==> src/rtl/inst_pkg.sv <==
// Shared instruction field layout, format and loader state encodings.
// The decoder imports the same field constants so both sides agree on the word format.
package inst_pkg;

  localparam int OP_MSB        = 31;
  localparam int OP_LSB        = 25;
  localparam int RD_MSB        = 24;
  localparam int RD_LSB        = 20;
  localparam int RS1_MSB       = 19;
  localparam int RS1_LSB       = 15;
  localparam int RS2_MSB       = 14;
  localparam int RS2_LSB       = 10;
  localparam int OFFSET_MSB    = 14;
  localparam int OFFSET_LSB    = 0;
  localparam int OFFSET_LO_MSB = 9;
  localparam int OFFSET_LO_LSB = 0;

  typedef enum logic {FMT_R = 1'b0, FMT_M = 1'b1} fmt_e;

  typedef enum logic [1:0] {ST_IDLE = 2'd0, ST_RUN = 2'd1, ST_DONE = 2'd2} state_e;

  // R-format keeps rs2 and the low offset bits; M-format spends rs2's slot on a wider offset.
  function automatic logic [31:0] pack_inst(input fmt_e fmt, input logic [6:0] op,
                                            input logic [4:0] rd, input logic [4:0] rs1,
                                            input logic [4:0] rs2, input logic [14:0] offset);
    logic [31:0] w;
    w = '0;
    w[OP_MSB:OP_LSB]   = op;
    w[RD_MSB:RD_LSB]   = rd;
    w[RS1_MSB:RS1_LSB] = rs1;
    if (fmt == FMT_M) begin
      w[OFFSET_MSB:OFFSET_LSB] = offset;
    end else begin
      w[RS2_MSB:RS2_LSB]             = rs2;
      w[OFFSET_LO_MSB:OFFSET_LO_LSB] = offset[OFFSET_LO_MSB:OFFSET_LO_LSB];
    end
    return w;
  endfunction

endpackage

==> src/rtl/inst_fifo.sv <==
// Synchronous FIFO of packed instruction words; storage clears on reset so the
// head reads zero when empty.
module inst_fifo #(
  parameter int DEPTH = 4,
  parameter int W     = 32
) (
  input  logic                     clk,
  input  logic                     rst,
  input  logic                     push,
  input  logic                     pop,
  input  logic [W-1:0]             din,
  output logic [W-1:0]             dout,
  output logic                     full,
  output logic                     empty,
  output logic [$clog2(DEPTH):0]   cnt
);

  localparam int PTR_W = $clog2(DEPTH);
  localparam int CNT_W = PTR_W + 1;
  localparam logic [CNT_W-1:0] FULL_CNT = CNT_W'(DEPTH);

  logic [W-1:0]     mem_q [DEPTH];
  logic [W-1:0]     mem_d [DEPTH];
  logic [PTR_W:0]   wr_ptr_q, wr_ptr_d;
  logic [PTR_W:0]   rd_ptr_q, rd_ptr_d;

  // Pointers carry one extra wrap bit so full and empty are distinguishable.
  assign cnt   = wr_ptr_q - rd_ptr_q;
  assign full  = (cnt == FULL_CNT);
  assign empty = (cnt == '0);
  assign dout  = mem_q[rd_ptr_q[PTR_W-1:0]];

  always_comb begin
    mem_d    = mem_q;
    wr_ptr_d = wr_ptr_q;
    rd_ptr_d = rd_ptr_q;
    if (push && !full) begin
      mem_d[wr_ptr_q[PTR_W-1:0]] = din;
      wr_ptr_d = wr_ptr_q + 1'b1;
    end
    if (pop && !empty) begin
      rd_ptr_d = rd_ptr_q + 1'b1;
    end
  end

  always_ff @(posedge clk) begin
    if (rst) begin
      for (int i = 0; i < DEPTH; i++) mem_q[i] <= '0;
      wr_ptr_q <= '0;
      rd_ptr_q <= '0;
    end else begin
      mem_q    <= mem_d;
      wr_ptr_q <= wr_ptr_d;
      rd_ptr_q <= rd_ptr_d;
    end
  end

endmodule

==> src/rtl/inst_encoder.sv <==
// Instruction encoder / program loader: packs field tuples, buffers them and writes
// them to instruction memory at consecutive addresses from a captured base.
module inst_encoder
  import inst_pkg::*;
#(
  parameter int ADDR_W = 8,
  parameter int DEPTH  = 4
) (
  input  logic              clk,
  input  logic              rst,
  input  logic              start,
  input  logic [ADDR_W-1:0] base_addr,
  input  logic              in_valid,
  output logic              in_ready,
  input  logic              in_fmt,
  input  logic [6:0]        in_op,
  input  logic [4:0]        in_rd,
  input  logic [4:0]        in_rs1,
  input  logic [4:0]        in_rs2,
  input  logic [14:0]       in_offset,
  input  logic              in_last,
  output logic              mem_we,
  output logic [ADDR_W-1:0] mem_addr,
  output logic [31:0]       mem_wdata,
  input  logic              mem_ready,
  output logic              busy,
  output logic              done,
  output logic [ADDR_W:0]   count,
  output logic              wrap_err
);

  localparam int CNT_W = $clog2(DEPTH) + 1;

  state_e            state_q, state_d;
  logic [ADDR_W-1:0] addr_q, addr_d;
  logic [ADDR_W:0]   count_q, count_d;
  logic              wrap_err_q, wrap_err_d;
  logic              last_seen_q, last_seen_d;

  logic              push, pop, fifo_full, fifo_empty, drained;
  logic [CNT_W-1:0]  fifo_cnt;
  logic [31:0]       packed_word, fifo_head;

  assign packed_word = pack_inst(fmt_e'(in_fmt), in_op, in_rd, in_rs1, in_rs2, in_offset);

  assign in_ready  = (state_q == ST_RUN) && !fifo_full && !last_seen_q;
  assign push      = in_valid && in_ready;
  assign mem_we    = (state_q == ST_RUN) && !fifo_empty;
  assign pop       = mem_we && mem_ready;
  assign mem_addr  = addr_q;
  assign mem_wdata = fifo_head;
  assign busy      = (state_q == ST_RUN);
  assign done      = (state_q == ST_DONE);
  assign count     = count_q;
  assign wrap_err  = wrap_err_q;

  // Look ahead at the post-pop occupancy so DONE follows the final write directly.
  assign drained = fifo_empty || ((fifo_cnt == CNT_W'(1)) && pop);

  inst_fifo #(.DEPTH(DEPTH), .W(32)) u_fifo (
    .clk   (clk),
    .rst   (rst),
    .push  (push),
    .pop   (pop),
    .din   (packed_word),
    .dout  (fifo_head),
    .full  (fifo_full),
    .empty (fifo_empty),
    .cnt   (fifo_cnt)
  );

  always_comb begin
    state_d     = state_q;
    addr_d      = addr_q;
    count_d     = count_q;
    wrap_err_d  = wrap_err_q;
    last_seen_d = last_seen_q;
    case (state_q)
      ST_IDLE: begin
        if (start) begin
          state_d     = ST_RUN;
          addr_d      = base_addr;
          count_d     = '0;
          wrap_err_d  = 1'b0;
          last_seen_d = 1'b0;
        end
      end
      ST_RUN: begin
        if (push && in_last) last_seen_d = 1'b1;
        if (pop) begin
          addr_d  = addr_q + 1'b1;
          count_d = count_q + 1'b1;
          if (&addr_q) wrap_err_d = 1'b1;
        end
        if (last_seen_q && drained) state_d = ST_DONE;
      end
      default: state_d = ST_IDLE;
    endcase
  end

  always_ff @(posedge clk) begin
    if (rst) begin
      state_q     <= ST_IDLE;
      addr_q      <= '0;
      count_q     <= '0;
      wrap_err_q  <= 1'b0;
      last_seen_q <= 1'b0;
    end else begin
      state_q     <= state_d;
      addr_q      <= addr_d;
      count_q     <= count_d;
      wrap_err_q  <= wrap_err_d;
      last_seen_q <= last_seen_d;
    end
  end

endmodule

==> config.mk <==
export PLATFORM = sky130hd
export DESIGN_NAME = inst_encoder
export DESIGN_NICKNAME = d
export VERILOG_FILES = /design/src/rtl/inst_pkg.sv /design/src/rtl/inst_fifo.sv /design/src/rtl/inst_encoder.sv
export SDC_FILE = /design/constraint.sdc
export NUM_CORES = 1
export LEC_CHECK = 0
export CORE_MARGIN = 8
export CORE_UTILIZATION = 30
export CTS_BUF_LIST = sky130_fd_sc_hd__clkbuf_4
export DETAILED_ROUTE_END_ITERATION = 16
export HOLD_SLACK_MARGIN = 0.08
export PLACE_DENSITY_LB_ADDON = 0.15
export SLEW_MARGIN = 20
export SYNTH_ARGS = -nofsm -noshare
export SYNTH_HDL_FRONTEND = slang
export SYNTH_HIERARCHICAL = 1
export SYNTH_SLANG_ARGS = --single-unit
==> constraint.sdc <==
create_clock -name clk -period 4.2 [get_ports clk]
set_clock_uncertainty 0.2 [all_clocks]
set_input_delay 1.05 -clock clk [delete_from_list [all_inputs] [get_ports clk]]
set_output_delay 1.05 -clock clk [all_outputs]
set_load 0.05 [all_outputs]
==> run metrics <==
depth of the worst register-to-register path=12; number of antenna violations at the first check in global routing=1; # clock sinks=about 160; peak supply drop=127 uV; clock slew at reported path FFs=around 0.13 ns; number of setup buffers added after CTS=0; Post-Synth XOR/XNOR Area=0.00550; commonest non-fill, non-tap cell in the layout=sky130_fd_sc_hd__nand2b_1; Cells after Synth=679; FF-to-FF End=u_fifo/mem_q[32]; Congestion Overflow GR=0; hold bufs inserted after CTS=0; global-route wire length before repair=between 30 and 40 mm; Ports=106; result of the run=complete, no violations; endpoint of the worst hold-timing path=u_fifo/mem_q[126]; Worst Path Required=2.95 ns; detailed placer's ending HPWL=approximately 13 mm; Die Y=174 um; effective utilization at floorplan=0.302; Hold Path Cell Cnt=2; First-pass DRT Iterations=4; critical hold path startpoint=u_fifo/mem_q[126]; H-tree levels=4; share of cells above drive strength 1=0.123; Tot Pwr=between 2 and 3 mW; highest clock frequency the design can meet=~0.25 GHz; combinational family with the most area after synthesis=multiplexers; Ys Warns=6; post-DR wirelength/cell=between 15 and 20 um; number of register bits inferred by synthesis=approximately 160; max-slew violation count=0; reg-to-reg startpoint=u_fifo/wr_ptr_q[0]; count of cell types in the netlist=53; final hold viol count=0; simple-gate share of the synthesized area=0.187; syn_area_per_cell=11.1 sq um; number of nets produced by synthesis=740; Leak Pwr=around 3.6 nW; synthesis-to-finish area growth=21.0%; DRC viols=0; combined area of all synthesized cells=~7500 sq um; number of maximum-capacitance constraint violations=0; Seq/Total Area, Yosys=0.413; crit path time final=3.97 ns; largest net degree at the start of global routing=81; Worst Max-Slew Pin Slew=1.06 ns; commonest cells after routing, fill and taps aside=sky130_fd_sc_hd__nand2b_1, sky130_fd_sc_hd__dfxtp_1, sky130_fd_sc_hd__mux2i_1; Max Buffers Root-to-Sink=2; # resized after CTS=0; post-layout net count=between 800 and 900; CP Class=flip-flop to primary output; share of synthesized cell area in full adder, half adder and majority cells=0.0160; setup repair after global routing missed its margin=no; relative slew slack=0.291; number of enable-type register cells in the synthesized netlist=0; compound-cell area share of the yosys netlist=0.0495; final number of setup-violating endpoints=0; core area=between 20000 and 25000 sq um; number of vias after detailed routing=around 5300; Cell Rows=between 50 and 60; share of flip-flops with an asynchronous set or reset=0; number of port buffers=roughly 110; die span in x=about 170 um; Fin Setup TNS=0 ns; crit path capture type=primary output; number of global-route vias before repair=~5700; Inserted Clock Buffers=17; type of origin of the critical path=flip-flop; share of the clock period used by the worst path=0.945; number of DRC markers after the initial detailed-route iteration=just over 300; Hold WC Path Type=flip-flop to flip-flop; clock tree from TritonCTS=done; R2R Setup Slk=0.65 ns; global routing usage summed across all routing layers=0.123; most common flop cell mapped by yosys=sky130_fd_sc_hd__dfxtp_1; clock tree root buffer cell=sky130_fd_sc_hd__clkbuf_4; routability congestion estimate from global placement=about 0.79; clock latency reported for the late side of the worst-skew pair=about 0.53 ns; WL final=18.5 mm; Max FO, Critical Path=35; average via count per standard cell=roughly 4.7; share of synthesized area spent on multiplexers=0.285; arrival time at the worst endpoint=roughly 2.7 ns; final antenna-violating net count=0; area of the die=~30000 sq um; areal power density over the cells=between 300 and 400 nW/um^2
==> metal layers <==
| layer | up-vias | share of wire | global-route usage |
|---|---|---|---|
| li1 | 2587 | - | - |
| met5 | - | 0 | 0 |
| met4 | 0 | 0.012 | 0.0363 |
| met2 | 93 | 0.48 | 0.209 |
| met3 | 14 | 0.028 | 0.0260 |
| met1 | 2564 | 0.48 | 0.155 |
==> area by class of cell <==
cell class / count / area (sq um)
clock inverters: 13 / 103
flip-flops and latches: 155 / 3110
multi-input cells: 470 / 4090
clock buffers: 19 / 143
diodes: 1 / 2.50
repair buffers: 119 / 1190
inverters: 10 / 37.5
well taps: 330 / 413
fillers: 2461 / 15800
==> critical path, cell delays in order (launching register included) <==
cell and delay (ns):
sky130_fd_sc_hd__dfxtp_2 0.35, sky130_fd_sc_hd__buf_4 0.48, sky130_fd_sc_hd__mux4_2 0.63, sky130_fd_sc_hd__clkdlybuf4s50_1 0.73
==> synth_stat cells, types with 3 or more instances <==
| cell type | count | area [sq um] |
|---|---|---|
| sky130_fd_sc_hd__or4_1 | 4 | 30.0 |
| sky130_fd_sc_hd__ha_1 | 8 | 100 |
| sky130_fd_sc_hd__nand4_1 | 3 | 18.8 |
| sky130_fd_sc_hd__a21oi_1 | 12 | 60.1 |
| sky130_fd_sc_hd__a311oi_1 | 4 | 35.0 |
| sky130_fd_sc_hd__nor3_1 | 3 | 15.0 |
| sky130_fd_sc_hd__buf_12 | 3 | 60.1 |
| sky130_fd_sc_hd__nand3_1 | 7 | 35.0 |
| sky130_fd_sc_hd__and2_1 | 8 | 50.1 |
| sky130_fd_sc_hd__buf_6 | 9 | 101 |
| sky130_fd_sc_hd__nor2_1 | 16 | 60.1 |
| sky130_fd_sc_hd__o31ai_1 | 3 | 22.5 |
| sky130_fd_sc_hd__mux2_2 | 8 | 90.1 |
| sky130_fd_sc_hd__nand2b_1 | 167 | 1040 |
| sky130_fd_sc_hd__clkbuf_1 | 24 | 90.1 |
| sky130_fd_sc_hd__mux2i_1 | 131 | 1310 |
| sky130_fd_sc_hd__nand2_1 | 13 | 48.8 |
| sky130_fd_sc_hd__dfxtp_1 | 155 | 3100 |
| sky130_fd_sc_hd__nor2b_1 | 3 | 18.8 |
| sky130_fd_sc_hd__o21ai_0 | 11 | 55.1 |
| sky130_fd_sc_hd__nor4_1 | 3 | 18.8 |
| sky130_fd_sc_hd__buf_2 | 6 | 30.0 |
| sky130_fd_sc_hd__a21boi_1 | 3 | 22.5 |
| sky130_fd_sc_hd__inv_1 | 8 | 30.0 |
| sky130_fd_sc_hd__mux4_2 | 32 | 721 |
==> registers in the layout (all words and copies together), names as in the netlist <==
name	count
last_seen_q	1
mem_addr	8
wrap_err	1
state_q	2
u_fifo/mem_q	128
u_fifo/wr_ptr_q	3
u_fifo/rd_ptr_q	3
count	9
==> per-stage QoR <==
| stage | instance area (sq um) | utilization | instances | hold slack (ns) | worst slack [ns] |
|---|---|---|---|---|---|
| floorplan | 7510 | - | 679 | 0.245 | 0.101 |
| global placement | 8830 | 0.355 | 1084 | 0.255 | 0.722 |
| detailed placement | 8830 | 0.355 | 1084 | 0.262 | 0.653 |
| CTS | 9080 | 0.365 | 1116 | 0.285 | 0.142 |
| global route | 9080 | 0.365 | 1117 | 0.299 | 0.0858 |
| finish | 9080 | 0.365 | 1117 | 0.281 | 0.231 |
==> where the power goes <==
group	internal [mW]	switching (mW)	total, mW	leakage (nW)
logic	0.205	0.269	0.474	2.26
clock network	0.300	0.538	0.838	0.135
registers	1.50	0.0259	1.53	1.25
==> worst max path at each step <==
stage / from / endpoint / slack [ns] / cells past startpoint
global placement: u_fifo/wr_ptr_q[0] / u_fifo/mem_q[112] / 0.72 / 11
global route: u_fifo/rd_ptr_q[1] / mem_wdata[17] / 0.09 / 3
floorplan: u_fifo/wr_ptr_q[0] / u_fifo/mem_q[72] / 0.10 / 12
CTS: u_fifo/rd_ptr_q[0] / mem_wdata[31] / 0.14 / 3
finish: u_fifo/rd_ptr_q[0] / mem_wdata[31] / 0.23 / 3
detailed placement: u_fifo/wr_ptr_q[0] / u_fifo/mem_q[32] / 0.65 / 12
==> cells by family (layout without fill, tap and decap cells) <==
family	after synthesis	in the layout
flops	155	155
simple gates	234	234
buf+inv	54	161
fa+ha+maj	9	9
xor+xnor	3	3
other cells	0	1
mux	172	172
compound gates	52	52
No activity file was read; power rests on OpenSTA's default activity.
